<file path="src/rtl/hazard_detect_unit.sv">
// Hazard/forwarding controller for the 5-stage RV32I pipeline: load-use stall, branch flush, operand forwarding.
// Optional macro HAZARD_FORWARD_EN enables forwarding; when undefined, dependencies are resolved by stalling.
module hazard_detect_unit #(
   parameter int unsigned REG_ADDR_W = 5
) (
   input  logic                  clk,
   input  logic                  rst,
   input  logic [REG_ADDR_W-1:0] rs1_ID,
   input  logic [REG_ADDR_W-1:0] rs2_ID,
   input  logic [REG_ADDR_W-1:0] rd_ID,
   input  logic                  rs1use_ID,
   input  logic                  rs2use_ID,
   input  logic [1:0]            hazard_optype_ID,
   input  logic                  Branch_ID,
   output logic                  PC_EN_IF,
   output logic                  reg_FD_EN,
   output logic                  reg_FD_flush,
   output logic                  reg_DE_flush,
   output logic [1:0]            forward_ctrl_A,
   output logic [1:0]            forward_ctrl_B,
   output logic                  forward_ctrl_ls
);

   localparam int unsigned OP_W     = 2;
   localparam logic [OP_W-1:0] OP_NONE  = 2'b00;
   localparam logic [OP_W-1:0] OP_ALU   = 2'b01;
   localparam logic [OP_W-1:0] OP_LOAD  = 2'b10;
   localparam logic [OP_W-1:0] OP_STORE = 2'b11;

   logic [OP_W-1:0]       r_optype_ex;
   logic [REG_ADDR_W-1:0] r_rd_ex;
   logic [OP_W-1:0]       r_optype_mem;
   logic [REG_ADDR_W-1:0] r_rd_mem;

   logic w_m1ex, w_m2ex, w_m1mem, w_m2mem;
   logic w_hazard, w_stall;

   assign w_m1ex  = rs1use_ID & (r_rd_ex  != '0) & (rs1_ID == r_rd_ex);
   assign w_m2ex  = rs2use_ID & (r_rd_ex  != '0) & (rs2_ID == r_rd_ex);
   assign w_m1mem = rs1use_ID & (r_rd_mem != '0) & (rs1_ID == r_rd_mem);
   assign w_m2mem = rs2use_ID & (r_rd_mem != '0) & (rs2_ID == r_rd_mem);

`ifdef HAZARD_FORWARD_EN
   logic [REG_ADDR_W-1:0] r_rs2_ex;
   logic [1:0]            w_fwd_a, w_fwd_b;
   logic                  w_fwd_ls;

   // EX ALU result beats MEM; stores never forward
   function automatic logic [1:0] f_fwd(input logic i_mex, input logic i_mmem,
                                        input logic [OP_W-1:0] i_op_ex,
                                        input logic [OP_W-1:0] i_op_mem);
      logic [1:0] v_sel;
      v_sel = 2'b00;
      if (i_mex && i_op_ex == OP_ALU)          v_sel = 2'b01;
      else if (i_mmem && i_op_mem == OP_ALU)   v_sel = 2'b10;
      else if (i_mmem && i_op_mem == OP_LOAD)  v_sel = 2'b11;
      return v_sel;
   endfunction

   assign w_hazard = (r_optype_ex == OP_LOAD) &
                     (w_m1ex | (w_m2ex & (hazard_optype_ID != OP_STORE)));
   assign w_fwd_a  = f_fwd(w_m1ex, w_m1mem, r_optype_ex, r_optype_mem);
   assign w_fwd_b  = f_fwd(w_m2ex, w_m2mem, r_optype_ex, r_optype_mem);
   assign w_fwd_ls = (r_optype_ex == OP_STORE) & (r_optype_mem == OP_LOAD) &
                     (r_rd_mem != '0) & (r_rd_mem == r_rs2_ex);

   always_ff @(posedge clk) begin
      if (rst)          r_rs2_ex <= '0;
      else if (w_stall) r_rs2_ex <= '0;
      else              r_rs2_ex <= rs2_ID;
   end
`else
   logic w_prod_ex, w_prod_mem;

   // Without forwarding, wait until any ALU/load producer reaches WB
   assign w_prod_ex  = (r_optype_ex  == OP_ALU) | (r_optype_ex  == OP_LOAD);
   assign w_prod_mem = (r_optype_mem == OP_ALU) | (r_optype_mem == OP_LOAD);
   assign w_hazard   = (w_prod_ex  & (w_m1ex  | w_m2ex)) |
                       (w_prod_mem & (w_m1mem | w_m2mem));
`endif

   assign w_stall = w_hazard & ~rst;

   // EX/MEM shadow slots; a stall pushes a bubble into EX
   always_ff @(posedge clk) begin
      if (rst) begin
         r_optype_ex  <= OP_NONE;
         r_rd_ex      <= '0;
         r_optype_mem <= OP_NONE;
         r_rd_mem     <= '0;
      end else begin
         r_optype_mem <= r_optype_ex;
         r_rd_mem     <= r_rd_ex;
         if (w_stall) begin
            r_optype_ex <= OP_NONE;
            r_rd_ex     <= '0;
         end else begin
            r_optype_ex <= hazard_optype_ID;
            r_rd_ex     <= rd_ID;
         end
      end
   end

   always_comb begin
      PC_EN_IF        = 1'b1;
      reg_FD_EN       = 1'b1;
      reg_FD_flush    = 1'b0;
      reg_DE_flush    = 1'b0;
      forward_ctrl_A  = 2'b00;
      forward_ctrl_B  = 2'b00;
      forward_ctrl_ls = 1'b0;
      if (!rst) begin
         PC_EN_IF     = ~w_stall;
         reg_FD_EN    = ~w_stall;
         reg_DE_flush = w_stall;
         // a stalled branch sees stale operands, so it must not flush yet
         reg_FD_flush = Branch_ID & ~w_stall;
`ifdef HAZARD_FORWARD_EN
         forward_ctrl_A  = w_fwd_a;
         forward_ctrl_B  = w_fwd_b;
         forward_ctrl_ls = w_fwd_ls;
`endif
      end
   end

endmodule

</file>
<file path="config.mk">
export PLATFORM = sky130hd
export DESIGN_NAME = hazard_detect_unit
export DESIGN_NICKNAME = d
export VERILOG_FILES = /design/src/rtl/hazard_detect_unit.sv
export SDC_FILE = /design/constraint.sdc
export NUM_CORES = 1
export LEC_CHECK = 0
export ABC_CLOCK_PERIOD_IN_PS = 3590
export CORE_MARGIN = 2
export CORE_UTILIZATION = 47
export CTS_BUF_LIST = sky130_fd_sc_hd__clkbuf_2
export DETAILED_ROUTE_END_ITERATION = 8
export MAX_ROUTING_LAYER = met4
export PLACE_DENSITY = 0.91
export SKIP_LAST_GASP = 1
export SYNTH_ARGS = -nofsm -noshare
export SYNTH_HDL_FRONTEND = slang
export SYNTH_SLANG_ARGS = --single-unit
</file>
<file path="constraint.sdc">
create_clock -name clk -period 3.59 [get_ports clk]
set_clock_uncertainty 0.15 [all_clocks]
set_input_delay 0.718 -clock clk [delete_from_list [all_inputs] [get_ports clk]]
set_output_delay 0.718 -clock clk [all_outputs]
set_load 0.01 [all_outputs]
</file>
==> metrics.txt, run 1 <==
status=completed; Max Cap Viol=0; final setup vio count=0; CTS Buf Count=3; Num Clock Sinks=14; flop-to-flop setup slack=1.79 ns; Adder-Cell Fraction of Synth Area=0%; Required @ worst endpoint=between 2 and 3 ns; R2R depth=5; # port buffers=25; Final Worst Setup Slack=0.1237 ns; simple-gate share of the synthesized area=22.54%; worst-path cell chain=clkdlybuf4s50_1, xor2_1, nor4_1, a32oi_1, o22ai_4, buf_4, nor3b_1, dlygate4sd2_1; DP Worst Slack=-0.1185 ns; core box area=0.001506 mm2; Synth Register Bits=14; WL/cell=between 10 and 15 um; final antenna diode count=0; largest family of logic cells by synthesized area=XOR/XNOR gates; Hold Path Sink=r_optype_mem[0]; global-route wire length before repair=2.318 mm; Filler cells=127; Period minus WS final=about 3.5 ns; Total Routing Usage GR=between 10% and 20%; nets@finish=126; I/O pin count=31; initial antenna violation count=0; CTS Buffer Depth=2; Initial Utilization=approximately half; Die Width=~44 um; Vias/cell=just under 5; Final Hold Viols=0; layout cells sized above 1=under 10%; post-synth top area cell=dfxtp_1; synth warn=0; Area growth, synth to finish=37.40%; Yosys top cell area share=a little under two fifths; register area share after synthesis=~37%; first-pass iteration count of the detailed router=3; worst endpoint data arrival time=roughly 2.6 ns; final WL=approximately 1.5 mm; Reg2Reg Capture Point=r_rd_ex[2]; RSZ-0062 raised after global routing=false; hold path cells=1; GPL Wtd Cong=around 1.0; Buf+Inv Stages, Crit Path=3; fraction of synthesized area in multiplexers=0%; Post-Syn Instances=74; Crit path largest cell delay=between 0.5 and 0.6 ns; xor-xnor portion of the synthesized cell area=roughly 26%; most frequent cells in the layout=21 x clkdlybuf4s50_1, 18 x xor2_1, 14 x dfxtp_1; CTS tree=yes; Die Ht=43.93 um; CP top delay family=buffers and inverters; PwrDens=around 300 mW/mm2; most common cell after layout, fill and taps aside=clkdlybuf4s50_1; Distinct cells, synth=15; f_max=288.5 MHz; Worst Min Path Start=r_optype_ex[0]; critical path class=primary input to output pin; Clk Latency, worst-skew pair=about 0.26 ns; crit start category=primary input; H-Tree Depth=1; clk root buf=clkbuf_2; r2r startpoint=r_rd_ex[1]; Initial DRC Count=5; cts hold-fix bufs=0; syn avg cell area=just over 10 um2; post-DP HPWL=roughly 1.2 mm; Leak=~0.42 nW; Hold Crit Class=register to register; Final ANT Viol Nets=0; Peak VDD IR=~0.23 mV; Final Cycle Share=96.55%; slowest cell on the critical path=clkdlybuf4s50_1; die footprint=roughly 0.0019 mm2; via count=between 500 and 600; max-slew violations=0; row cnt=14; Synth Area in Compound Gates=about 7.3%; setup_tns=0 ns; # DRC=0; Clk pin slew, worst setup/hold paths=0.12 ns; Max FO, Critical Path=4; Synth area leaders=dfxtp_1 37%, xor2_1 21%, nor3b_1 8.0%; Crit. End Element=output pin; Post-Synthesis Cell Area=749.5 um2; largest net degree at the start of global routing=15; number of global-route vias before repair=slightly below 600; GRT overflow=0
-- cells by family (layout without fill, tap and decap cells) --
group,Yosys count,count (layout)
other,1,5
flip-flops,14,14
AND/OR/NAND/NOR,25,25
AO/OA/AOI/OAI,5,5
buffers and inverters,7,32
XOR/XNOR,22,22
-- state kept, by name, indices dropped and copies added, names as in the netlist --
signal / count
r_optype_ex: 2
r_optype_mem: 2
r_rd_ex: 5
r_rd_mem: 5
-- cells in the mapped netlist --
library cell,instances
clkbuf_1,1
o22ai_4,1
dfxtp_1,14
buf_4,6
nor4_1,4
nand2b_1,1
or4_1,2
nor3b_1,8
o21ai_2,2
a32oi_1,2
xor2_1,18
conb_1,1
xnor2_1,4
nor2b_1,8
and2_1,2
-- power by group --
part | switching [mW] | internal, mW
logic | 0.0268 | 0.0423
registers | 0.00812 | 0.163
clock network | 0.0461 | 0.0242
total | 0.0810 | 0.230
-- worst max path at each step --
| stage | from | end | slack, ns | depth (start not counted) |
|---|---|---|---|---|
| final | rs2_ID[4] | reg_FD_flush | 0.12 | 8 |
| after global routing | rs2_ID[0] | reg_FD_flush | 0.01 | 8 |
| after floorplan | rs2_ID[3] | reg_FD_EN | 0.84 | 6 |
| after CTS | rs2_ID[3] | reg_FD_EN | 0.05 | 7 |
| after detailed placement | rs2_ID[4] | reg_FD_flush | -0.12 | 7 |
| after global placement | rs2_ID[3] | reg_DE_flush | -0.03 | 7 |
-- metrics by stage --
stage,power (mW),cell area [um2],hold WS [ns],cells,utilization [%]
final,0.3108,1030,0.3358,119,68.36
after global routing,0.3253,1030,0.3553,119,68.36
after CTS,0.3116,1017,0.3342,118,67.52
after detailed placement,0.2447,1001,0.3181,114,66.45
after global placement,0.2423,1001,0.3136,114,66.45
after floorplan,0.2120,764.5,0.3053,78,-
-- metal layers --
layer	GRT usage [%]	share of wire [%]
met1	16.71	43
met2	32.65	51
met3	3.750	5.2
met4	9.091	0.81
met5	-	0
-- worst reg2reg max path: cells and delay by family, from the launching register on --
| kind | cells | cell delay, ns |
|---|---|---|
| AOI/OAI and AO/OA | 2 | 0.28 |
| buffers and inverters | 1 | 0.18 |
| and+or+nand+nor | 2 | 0.75 |
| DFF | 1 | 0.38 |
-- cell type report --
cell class | instances | area, um2 | area share, %
timing repair buffer | 28 | 275.3 | 26.73
multi-input combinational | 57 | 435.4 | 42.28
clock buffer | 3 | 15.01 | 1.458
sequential | 14 | 280.3 | 27.22
tap | 16 | 20.02 | 1.944
clock inverter | 1 | 3.754 | 0.3645
-- timing repair --
item,4_1_cts,5_1_grt
endpoints found under the hold margin,0,0
gates resized for setup,2,2
pin swaps,2,3
cloned,0,0
setup buffers,0,1
endpoints found under the setup margin,2,2
Note: power is estimated with default switching activity, not from simulation.
==> run 2, diff against run 1 <==
- ABC_CLOCK_PERIOD_IN_PS: 3590 -> default
- SKIP_LAST_GASP: 1 -> default
==> results of run 2 <==
No change in the layout: final DEF, timing and power equal those of run 1.
==> run 3, diff against run 2 <==
- CORE_UTILIZATION: 47 -> 24
- CTS_CLUSTER_DIAMETER: default -> 200
- PLACE_DENSITY: 0.91 -> 0.54
==> run 3 against run 2 <==
  * Global-route usage fell by 7.1 points
  * Final cell count up 13%
  * Worst hold slack worse by 0.0034 ns
  * Critical path depth down 1
  * Maximum frequency up 0.41%
  * Count of clock-buffer cells in the layout stayed put
  * Die area rose by 86%
  * Highest routed layer unchanged
==> metrics.txt, run 3 (synthesis results as in run 1) <==
CP top delay family=buffers and inverters; Crit path largest cell delay=0.45 ns; Initial DRC Count=5; Hold Crit Class=register to register; clk root buf=clkbuf_2; initial antenna violation count=0; CTS Buf Count=3; # port buffers=25; f_max=roughly 290 MHz; CTS Buffer Depth=2; slowest cell on the critical path=clkdlybuf4s50_1; GPL Wtd Cong=around 0.8; via count=slightly below 600; PwrDens=between 200 and 300 mW/mm2; Crit. End Element=output pin; Filler cells=330; Vias/cell=around 4.3; worst endpoint data arrival time=2.58 ns; Period minus WS final=about 3.5 ns; critical path class=primary input to output pin; largest net degree at the start of global routing=12; Buf+Inv Stages, Crit Path=2; Final Cycle Share=96.16%; Clk pin slew, worst setup/hold paths=around 0.11 ns; worst-path cell chain=clkdlybuf4s50_1, xor2_1, nor4_1, a32oi_1, o22ai_4, nor2b_1, dlygate4sd2_1; Peak VDD IR=around 0.13 mV; most common cell after layout, fill and taps aside=clkdlybuf4s50_1; Internal Dissipation=0.2292 mW; crit start category=primary input; Final ANT Viol Nets=0; Post-CTS Setup Repair Bufs=0; Num Clock Sinks=14; WL/cell=around 11 um; sequential share of power=55.9%; Top Registers=r_rd_ex (5), r_rd_mem (5); max-slew violations=0; most frequent cells in the layout=21 x clkdlybuf4s50_1, 18 x xor2_1, 14 x dfxtp_1; final antenna diode count=0; Max FO, Critical Path=5; I/O pin count=31; H-Tree Depth=1; Clk Latency, worst-skew pair=between 0.2 and 0.3 ns; R2R depth=5; layout cells sized above 1=a little over a tenth; core box area=between 0.003 and 0.004 mm2; die footprint=between 0.003 and 0.004 mm2; row cnt=20; RSZ-0062 raised after global routing=false; Initial Utilization=~25%; Leak=0.4384 nW; critical path depth=7; number of global-route vias before repair=660; Die Ht=~60 um; # DRC=0; Area growth, synth to finish=42.07%; Die Width=about 60 um; Net Sw Frac=25.21%; first-pass iteration count of the detailed router=3; sw power=roughly 0.077 mW; nets@finish=approximately 130; total power=0.3064 mW; Max Cap Viol=0; Total Routing Usage GR=10.57%; status=completed; hold path cells=1; post-DP HPWL=about 1.2 mm; Comb pwr share=23.4%; final WL=between 1.5 and 2 mm; Final Hold Viols=0; Clock power frac=approximately a fifth; utilization after layout=between 30% and 40%; CTS tree=yes; GRT overflow=0; Required @ worst endpoint=around 2.7 ns; final setup vio count=0; global-route wire length before repair=about 2.7 mm
run 3: power by group through the flow:
stage          registers, mW  clock network, mW  logic, mW
2_1_floorplan          0.173                  0     0.0391
3_3_place_gp           0.175                  0     0.0693
3_5_place_dp           0.175                  0     0.0697
4_1_cts                0.171             0.0676     0.0724
5_1_grt                0.173             0.0756     0.0791
6_report               0.171             0.0634     0.0717
run 3: cell type report:
type | count | area [um2] | share of cell area, %
tap | 33 | 41.29 | 3.878
sequential | 14 | 280.3 | 26.32
clock buffer | 3 | 15.01 | 1.410
timing repair buffer | 28 | 279.0 | 26.20
multi-input combinational | 57 | 449.2 | 42.19
run 3: what timing repair did:
item                                    4_1_cts  5_1_grt
endpoints found under the setup margin        4        3
pin swaps                                     3        3
gates cloned                                  0        0
hold endpoints to repair                      0        0
hold buffers                                  0        0
resized for setup                             3        3
run 3: per-stage QoR:
stage	hold slack, ns	worst slack [ns]	setup TNS [ns]	instance area (um2)	cells
CTS	0.3346	0.02463	0	1057	135
floorplan	0.3053	0.8396	0	764.5	78
finish	0.3324	0.1378	0	1065	135
detailed placement	0.3183	-0.1128	-0.1301	1030	132
global placement	0.3157	-0.08934	-0.08934	1030	132
global route	0.3581	0.06791	0	1065	135
run 3: per-layer routing:
layer	track usage, %	wire length, um
met5	-	0
met2	16.46	678
met4	6.032	35
met3	2.597	115
met1	12.29	702
run 3: final timing paths:
| kind | from | end | slack, ns |
|---|---|---|---|
| worst max register to register | r_rd_ex[1] | r_rd_ex[2] | 1.80 |
| worst max-delay path | rs1_ID[4] | reg_DE_flush | 0.14 |
| worst min register to register | r_optype_ex[0] | r_optype_mem[0] | 0.33 |
| worst min-delay path | r_optype_ex[0] | r_optype_mem[0] | 0.33 |
run 3: worst reg2reg max path, cell delays in order, from the launching register on:
cell and delay, ns:
dfxtp_1 0.37, or4_1 0.56, o21ai_2 0.18, o22ai_4 0.10, buf_4 0.16, nor3b_1 0.19
